[src/rtl/intr_gen_pkg.sv]
// rtl/intr_gen_pkg.sv - shared constants and helpers for the interrupt coalescing generator
package intr_gen_pkg;

  // One-hot channel states
  localparam int ST_W = 4;
  localparam logic [ST_W-1:0] ST_IDLE    = 4'b0001;
  localparam logic [ST_W-1:0] ST_PEND    = 4'b0010;
  localparam logic [ST_W-1:0] ST_REQ     = 4'b0100;
  localparam logic [ST_W-1:0] ST_WAIT_SW = 4'b1000;

  localparam int EVT_CNT_W = 8;
  localparam int TMR_W     = 16;
  localparam int HOLDOFF_W = 16;

  function automatic int ch_w(input int n);
    return (n <= 1) ? 1 : $clog2(n);
  endfunction

endpackage

[src/rtl/intr_rr_arbiter.sv]
// rtl/intr_rr_arbiter.sv - round-robin picker; search starts after the last acked channel
module intr_rr_arbiter #(
  parameter int NUM_CH = 2,
  parameter int CH_W   = 1
) (
  input  logic              clk,
  input  logic              reset,
  input  logic [NUM_CH-1:0] req_i,
  input  logic              ack_i,
  input  logic [CH_W-1:0]   ack_idx_i,
  output logic [CH_W-1:0]   gnt_idx_o,
  output logic              gnt_valid_o
);

  logic [CH_W-1:0] last_q, last_d;

  // Walk offsets from farthest to nearest so the nearest requester wins.
  always_comb begin
    gnt_valid_o = 1'b0;
    gnt_idx_o   = '0;
    for (int k = NUM_CH; k >= 1; k--) begin
      if (req_i[(int'(last_q) + k) % NUM_CH]) begin
        gnt_valid_o = 1'b1;
        gnt_idx_o   = CH_W'((int'(last_q) + k) % NUM_CH);
      end
    end
  end

  always_comb begin
    last_d = last_q;
    if (ack_i) last_d = ack_idx_i;
  end

  // Reset to the highest index so channel 0 is searched first.
  always_ff @(posedge clk or posedge reset) begin
    if (reset) last_q <= CH_W'(NUM_CH - 1);
    else       last_q <= last_d;
  end

endmodule

[src/rtl/intr_coalesce_gen.sv]
// rtl/intr_coalesce_gen.sv - per-channel event coalescing FSMs feeding one req/ack interrupt port; INTR_COALESCE_HOLDOFF_EN adds a global gap timer
module intr_coalesce_gen
  import intr_gen_pkg::*;
#(
  parameter int NUM_CH         = 2,
  parameter int PTR_W          = 64,
  parameter int COAL_CNT       = 8,
  parameter int COAL_TIMEOUT   = 1024,
  parameter int HOLDOFF_CYCLES = 256,
  localparam int CH_W          = ch_w(NUM_CH)
) (
  input  logic                    clk,
  input  logic                    reset,
  input  logic [NUM_CH*PTR_W-1:0] hw_pointer,
  input  logic [NUM_CH*PTR_W-1:0] sw_pointer,
  input  logic [NUM_CH-1:0]       data_ready,
  input  logic [NUM_CH-1:0]       intr_enable,
  output logic                    intr_req,
  output logic [CH_W-1:0]         intr_vector,
  input  logic                    intr_ack,
  output logic [NUM_CH-1:0]       intr_pending
);

  localparam logic [EVT_CNT_W-1:0] CNT_THR  = EVT_CNT_W'(COAL_CNT);
  localparam logic [TMR_W-1:0]     TMO_LAST = TMR_W'(COAL_TIMEOUT - 1);

  logic                intr_req_q, intr_req_d;
  logic [CH_W-1:0]     intr_vector_q, intr_vector_d;
  logic [NUM_CH-1:0]   elig;
  logic [CH_W-1:0]     gnt_idx;
  logic                gnt_valid;
  logic                ack_fire;
  logic                hold_ok;

  assign ack_fire = intr_req_q & intr_ack;

  for (genvar c = 0; c < NUM_CH; c++) begin : g_ch
    logic [ST_W-1:0]      state_q, state_d;
    logic [EVT_CNT_W-1:0] cnt_q, cnt_d, cnt_inc;
    logic [TMR_W-1:0]     tmr_q, tmr_d;
    logic                 missed_q, missed_d;
    logic                 acked, ptr_eq, elig_c, pend_c;

    assign acked   = ack_fire && (intr_vector_q == CH_W'(c));
    assign ptr_eq  = hw_pointer[c*PTR_W +: PTR_W] == sw_pointer[c*PTR_W +: PTR_W];
    assign cnt_inc = (cnt_q == '1) ? cnt_q : cnt_q + 1'b1;

    always_ff @(posedge clk or posedge reset) begin
      if (reset) begin
        state_q  <= ST_IDLE;
        cnt_q    <= '0;
        tmr_q    <= '0;
        missed_q <= 1'b0;
      end else begin
        state_q  <= state_d;
        cnt_q    <= cnt_d;
        tmr_q    <= tmr_d;
        missed_q <= missed_d;
      end
    end

    always_comb begin
      state_d  = state_q;
      cnt_d    = cnt_q;
      tmr_d    = tmr_q;
      missed_d = missed_q;
      case (state_q)
        ST_IDLE: begin
          if (data_ready[c]) begin
            cnt_d   = EVT_CNT_W'(1);
            tmr_d   = '0;
            state_d = (COAL_CNT == 1) ? ST_REQ : ST_PEND;
          end
        end
        ST_PEND: begin
          if (data_ready[c]) cnt_d = cnt_inc;
          tmr_d = tmr_q + 1'b1;
          if (cnt_d >= CNT_THR || tmr_q == TMO_LAST) state_d = ST_REQ;
        end
        ST_REQ: begin
          // Events while waiting for the grant are absorbed.
          if (acked) begin
            state_d  = ST_WAIT_SW;
            cnt_d    = '0;
            tmr_d    = '0;
            missed_d = 1'b0;
          end
        end
        ST_WAIT_SW: begin
          if (ptr_eq) begin
            missed_d = 1'b0;
            if (missed_q || data_ready[c]) begin
              state_d = ST_PEND;
              cnt_d   = EVT_CNT_W'(1);
              tmr_d   = '0;
            end else begin
              state_d = ST_IDLE;
            end
          end else if (data_ready[c]) begin
            missed_d = 1'b1;
          end
        end
        default: begin
          state_d  = ST_IDLE;
          cnt_d    = '0;
          tmr_d    = '0;
          missed_d = 1'b0;
        end
      endcase
    end

    always_comb begin
      elig_c = (state_q == ST_REQ) && intr_enable[c];
      pend_c = (state_q == ST_PEND) || (state_q == ST_REQ);
    end

    assign elig[c]         = elig_c;
    assign intr_pending[c] = pend_c;
  end

  intr_rr_arbiter #(
    .NUM_CH (NUM_CH),
    .CH_W   (CH_W)
  ) u_arb (
    .clk         (clk),
    .reset       (reset),
    .req_i       (elig),
    .ack_i       (ack_fire),
    .ack_idx_i   (intr_vector_q),
    .gnt_idx_o   (gnt_idx),
    .gnt_valid_o (gnt_valid)
  );

`ifdef INTR_COALESCE_HOLDOFF_EN
  logic [HOLDOFF_W-1:0] holdoff_q, holdoff_d;

  always_comb begin
    holdoff_d = holdoff_q;
    if (ack_fire)                holdoff_d = HOLDOFF_W'(HOLDOFF_CYCLES);
    else if (holdoff_q != '0)    holdoff_d = holdoff_q - 1'b1;
  end

  always_ff @(posedge clk or posedge reset) begin
    if (reset) holdoff_q <= '0;
    else       holdoff_q <= holdoff_d;
  end

  assign hold_ok = (holdoff_q == '0);
`else
  assign hold_ok = 1'b1;
`endif

  // Ack takes priority, so a new grant can only load on the following edge.
  always_comb begin
    intr_req_d    = intr_req_q;
    intr_vector_d = intr_vector_q;
    if (ack_fire) begin
      intr_req_d = 1'b0;
    end else if (!intr_req_q && gnt_valid && hold_ok) begin
      intr_req_d    = 1'b1;
      intr_vector_d = gnt_idx;
    end
  end

  always_ff @(posedge clk or posedge reset) begin
    if (reset) begin
      intr_req_q    <= 1'b0;
      intr_vector_q <= '0;
    end else begin
      intr_req_q    <= intr_req_d;
      intr_vector_q <= intr_vector_d;
    end
  end

  assign intr_req    = intr_req_q;
  assign intr_vector = intr_vector_q;

endmodule

[config.mk]
export PLATFORM = sky130hd
export DESIGN_NAME = intr_coalesce_gen
export DESIGN_NICKNAME = d
export VERILOG_FILES = /design/src/rtl/intr_gen_pkg.sv /design/src/rtl/intr_rr_arbiter.sv /design/src/rtl/intr_coalesce_gen.sv
export SDC_FILE = /design/constraint.sdc
export NUM_CORES = 1
export LEC_CHECK = 0
export CAP_MARGIN = 5
export CORE_MARGIN = 2
export CORE_UTILIZATION = 37
export DETAILED_ROUTE_END_ITERATION = 8
export PLACE_DENSITY = 0.79
export RECOVER_POWER = 25
export SETUP_SLACK_MARGIN = 0.4
export SLEW_MARGIN = 25
export SYNTH_ARGS = -nofsm -noshare
export SYNTH_HDL_FRONTEND = slang
export SYNTH_HIERARCHICAL = 1
export SYNTH_SLANG_ARGS = --single-unit
[constraint.sdc]
create_clock -name clk -period 2 [get_ports clk]
set_clock_uncertainty 0.15 [all_clocks]
set_input_delay 0.3 -clock clk [delete_from_list [all_inputs] [get_ports clk]]
set_output_delay 0.3 -clock clk [all_outputs]
set_load 0.005 [all_outputs]
Word-level counts from Yosys, hierarchy flattened
Cells that the tools add are included.
- register bits after elaboration: 61
- input port bits: 263
- output and inout bits: 4
- logic and storage cells: 134
- add/subtract/negate cells: 6
- $lt $le $gt $ge: 4
- eq/ne operators: 26
- mux-type cells: 58
- bitwise operators: 7
- reductions and logical operators: 22
- operator list (operator ; count):
    equality test 64 bit ; 2
    two-way mux 16 bit ; 8
    case mux 16 bit (4 select lines) ; 2
    two-way mux 8 bit ; 14
    case mux 8 bit (4 select lines) ; 2
    adder 16 x 1 -> 16 bit (second input constant) ; 2
    equality test 16 x 10 -> 1 bit (second input constant) ; 2
    two-way mux 4 bit ; 8
    case mux 4 bit (4 select lines) ; 2
    != test 2 bit (second input constant) ; 10
    two-way mux 1 bit ; 18
    adder 8 x 1 -> 8 bit (second input constant) ; 2
    equality test 8 bit (second input constant) ; 2
    >= comparator 8 x 4 -> 1 bit (second input constant) ; 2
    AND reduction 4 bit ; 4
    equality test 4 x 1 -> 1 bit (second input constant) ; 2
    equality test 4 x 2 -> 1 bit (second input constant) ; 2
    equality test 4 x 3 -> 1 bit (second input constant) ; 2
    equality test 4 bit (second input constant) ; 2
    logical OR 1 bit ; 6
    less-than comparator 2 x 3 -> 1 bit (second input constant) ; 2
    != test 3 bit (second input constant) ; 2
    case mux 1 bit (3 select lines) ; 2
    AND reduction 3 bit ; 2
    other kinds (10) ; 21

Logic depth before layout (Yosys ltp)
- word-level depth: 10
- gate-level depth with buffers: 8
- gate-level depth less buffers: 7

Cells and area by module
Netlist, hierarchy kept.
- by module, submodules not included (module ; instances ; cells an instance ; area each (um2)):
    intr_coalesce_gen ; 1 ; 592 ; 5066.1
    intr_rr_arbiter ; 1 ; 5 ; 58.8

Least setup slack after synthesis
Ideal clock, no wire load.
- kind: register to register
- start point: reg g_ch[1].tmr_q[0]
- end point: reg g_ch[1].tmr_q[14]
- setup time: 0.080 ns
- data arrival time: 1.830 ns
- path slack: -0.060 ns
- cell stages (with the launch flop): 8
- period minus slack after synthesis: 2.060 ns
- cell sequence: dfrtp_1 ha_1 and3_4 nand3_4 nor4_4 nand3_2 or4_1 o211ai_2
- cells in the longest elaborated chain, start to end: 2
- ends and longest elaborated chain (item ; RTL line ; text):
    from (decl) ; intr_coalesce_gen.sv:40 ; logic [TMR_W-1:0] tmr_q, tmr_d;
    from (signal assigned) ; intr_coalesce_gen.sv:57 ; tmr_q <= tmr_d;
    adder 16 x 1 -> 16 bit ; intr_coalesce_gen.sv:77 ; tmr_d = tmr_q + 1'b1;
    case mux 16 bit (4 select lines) ; intr_coalesce_gen.sv:67 ; case (state_q)
Every way passes these cells.
A chain may end at the register's enable or synchronous reset.

Final worst setup path
- start point: reg g_ch[1].tmr_q[0]
- end point: reg g_ch[1].state_q[1]
- cells in the longest elaborated chain, start to end: 4
- ends and longest elaborated chain (item ; RTL line ; text):
    equality test 16 x 10 -> 1 bit ; intr_coalesce_gen.sv:78 ; if (cnt_d >= CNT_THR || tmr_q == TMO_LAST) state_d = ST_REQ;
    logical OR 1 bit ; intr_coalesce_gen.sv:78 ;
    != test 2 bit (no line) ; - ;
    AND reduction 4 bit (no line) ; - ;
    to (signal assigned) ; intr_coalesce_gen.sv:55 ; state_q <= state_d;
    to (decl) ; intr_coalesce_gen.sv:38 ; logic [ST_W-1:0] state_q, state_d;
Every way passes these cells.

==> metrics.txt <==
fraction of registers with async set or reset after synthesis 100.0%; synth warn 6; initial core utilization 37.36%; Worst-Skew Late Latency 0.33 ns; Worst path slowest cell dfrtp_1; area grow syn2layout 93.04%; row count 43; Req. time, crit path 2.05 ns; Mean Syn Cell Area 8.584 um2; Die W 121.7 um; Tot GR Track Use 26.13%; Post-route DRC 0; # IOs 267; CP peak stage delay 0.37 ns; CP top delay family simple AND/OR/NAND/NOR gates; Max-slew headroom 63.78%; HPWL Detailed 13900 um; initial DRC count 300; htree depth 3; status finished, violations left; WL per Instance 17.86 um; CP Capture Type flop; Pre-Repair DR Iteration Count 5; Max Cap Viol 0; die height 121.7 um; arrival time of the worst setup path 2.19 ns; initial antenna violation count 0; P per Cell Area 803.8 nW/um2; GPL Wtd Cong 0.8167; failing checks negative setup slack; post-route insts no fill 1163; post-route ant nets 0; Clock Sinks 61; final worst path period share 107.4%; number of flops mapped to enable cells by yosys 0; Yosys reg bits 61; Worst Slack Setup Final -0.1482 ns; Net Count, Synth 864; number of global-route vias before repair 6571; CTS tree yes; crit path launch type flop; fin crit period 2.148 ns; ys flop type dfrtp_1; f_max 465.5 MHz; Cell Area, Synth 5125 um2; Total Power 7.952 mW; # fillers 978; Diodes inserted 0; vias per inst 5.384; unrepaired setup endpoints after global routing yes; total wire length 20770 um; Hold Fails Final Rpt 0; CP Cell Sequence ha_2 > and3_4 > nand3_4 > nor4_4 > buf_4 > buf_6 > a311oi_2 > nand3_2 > o31ai_2; DR vias 6262; number of library cell types mapped by synthesis 62; worst-path fanout max 2; IO Port Bufs 266; leakage power 4.187 nW; largest net degree at the start of global routing 22; worst hold slack 0.2865 ns; crit path kind flop to flop; layout cells sized above 1 45.37%; Max VDD drop 0.0005590 V; total CTS buffers 9; first-pass GRT wire length 30430 um; post-route setup TNS -2.094 ns; type of the tightest min-delay check primary input to asynchronous set/reset pin; fraction of the yosys area taken by sequential cells 29.86%; Root Driver clkbuf_16; core area 13720 um2; worst slew pin tran 0.5433 ns; placed cells 1081; Syn Inst Count 597; Buf/Inv on CP 2; fin nets 1245; Reg clk slew, reported paths 0.05 ns; maximum clock insertion buffer count 2; DIE AREA 14810 um2; final setup vio count 45; total gr overflow 0; Max Slew Vio Count 0
## metal layers
metal	part of all wire, %	global-route usage, %	wire, um
met5	0	0	0
met4	3.6	9.411	741
met3	7.7	6.882	1597
met2	55	53.27	11500
met1	33	24.55	6929
## final timing paths
path | start | endpoint | slack (ns) | cells after the start
min | reset | intr_vector | 0.29 | 2
max in group asynchronous | reset | intr_req | 0.54 | 3
max | g_ch[1].tmr_q[0] | g_ch[1].state_q[1] | -0.15 | 9
min in group clk | g_ch[0].tmr_q[9] | g_ch[0].tmr_q[9] | 0.37 | 1
min reg2reg | g_ch[0].tmr_q[9] | g_ch[0].tmr_q[9] | 0.37 | 1
max reg2reg | g_ch[1].tmr_q[0] | g_ch[1].state_q[1] | -0.15 | 9
## cell usage in the layout (no fill, tap or decap), types with 30 or more instances in the layout
master | synthesis | layout
inv_1 | 32 | 30
buf_4 | 2 | 82
nand4_1 | 44 | 44
clkdlybuf4s15_1 | 0 | 84
xnor2_2 | 0 | 37
dfrtp_1 | 58 | 54
xnor2_1 | 134 | 97
buf_2 | 6 | 87
nor2_1 | 39 | 30
dlygate4sd2_1 | 0 | 42
buf_6 | 4 | 44
## synthesized netlist by cell type, drive strengths merged, types with 4 or more instances
cell type,n,area share [%]
nor4,14,2.0
or3,9,1.2
nor2,39,2.9
inv,32,2.3
xnor2,134,23
and3,10,1.3
o21ai,25,2.5
nor4b,4,1.1
o31ai,4,0.59
buf,12,1.8
o211ai,16,3.0
or4,5,0.81
a41oi,5,0.85
nand4,44,5.4
clkbuf,9,0.66
nand3,29,3.2
and2,4,0.49
dfrtp,58,28
a31oi,10,1.2
nor3,9,1.2
nand3b,4,0.59
nand2,29,2.1
a21oi,43,4.6
o22ai,6,0.73
ha,4,0.98
## report_power, final
| group | internal [mW] | switching [mW] | leakage (nW) |
|---|---|---|---|
| Sequential | 1.43 | 0.209 | 0.824 |
| Clock | 1.03 | 0.557 | 0.149 |
| Combinational | 2.57 | 2.15 | 3.21 |
| Total | 5.04 | 2.92 | 4.19 |
## repair_timing
item / 4_1_cts / 5_1_grt
pin swaps: 198 / 44
cloned: 6 / 0
resized for setup: 801 / 81
hold buffers: 0 / 0
setup buffers: 31 / 29
setup endpoints to repair: 64 / 62
## per-stage QoR
stage | worst slack [ns] | instance area, um2 | util [%]
after floorplan | 0.08386 | 5346 | -
after global placement | -0.6770 | 8600 | 62.68
after detailed placement | -0.7919 | 8600 | 62.68
after CTS | -0.03336 | 9557 | 69.66
after global routing | -0.1776 | 9893 | 72.11
final | -0.1482 | 9893 | 72.11
## logic make-up after synthesis
logic type / Yosys count / share of synthesized area [%]
and+or+nand+nor: 212 / 23.83
xor gates and xnor gates: 134 / 22.90
AOI/OAI and AO/OA: 127 / 16.36
DFF: 61 / 29.86
buffers and inverters: 53 / 4.761
muxes: 6 / 1.318
adders and majority gates: 4 / 0.9766
## flip-flops by register name, summed over array words and instances, names as in the netlist
| signal | count |
|---|---|
| g_ch.cnt_q | 16 |
| g_ch.missed_q | 2 |
| g_ch.state_q | 8 |
| g_ch.tmr_q | 32 |
| intr_req | 1 |
| intr_vector | 1 |
| u_arb/last_q | 1 |
## cell type report
type	count	area [um2]	share of cell area (%)
clock buffers	12	256.5	2.593
inverters	32	123.9	1.252
repair buffers	391	3356	33.92
flip-flops and latches	61	1535	15.52
clock inverters	4	47.55	0.4806
multi-input cells	483	4349	43.96
well taps	180	225.2	2.276
(Power assumes the default switching activity.)
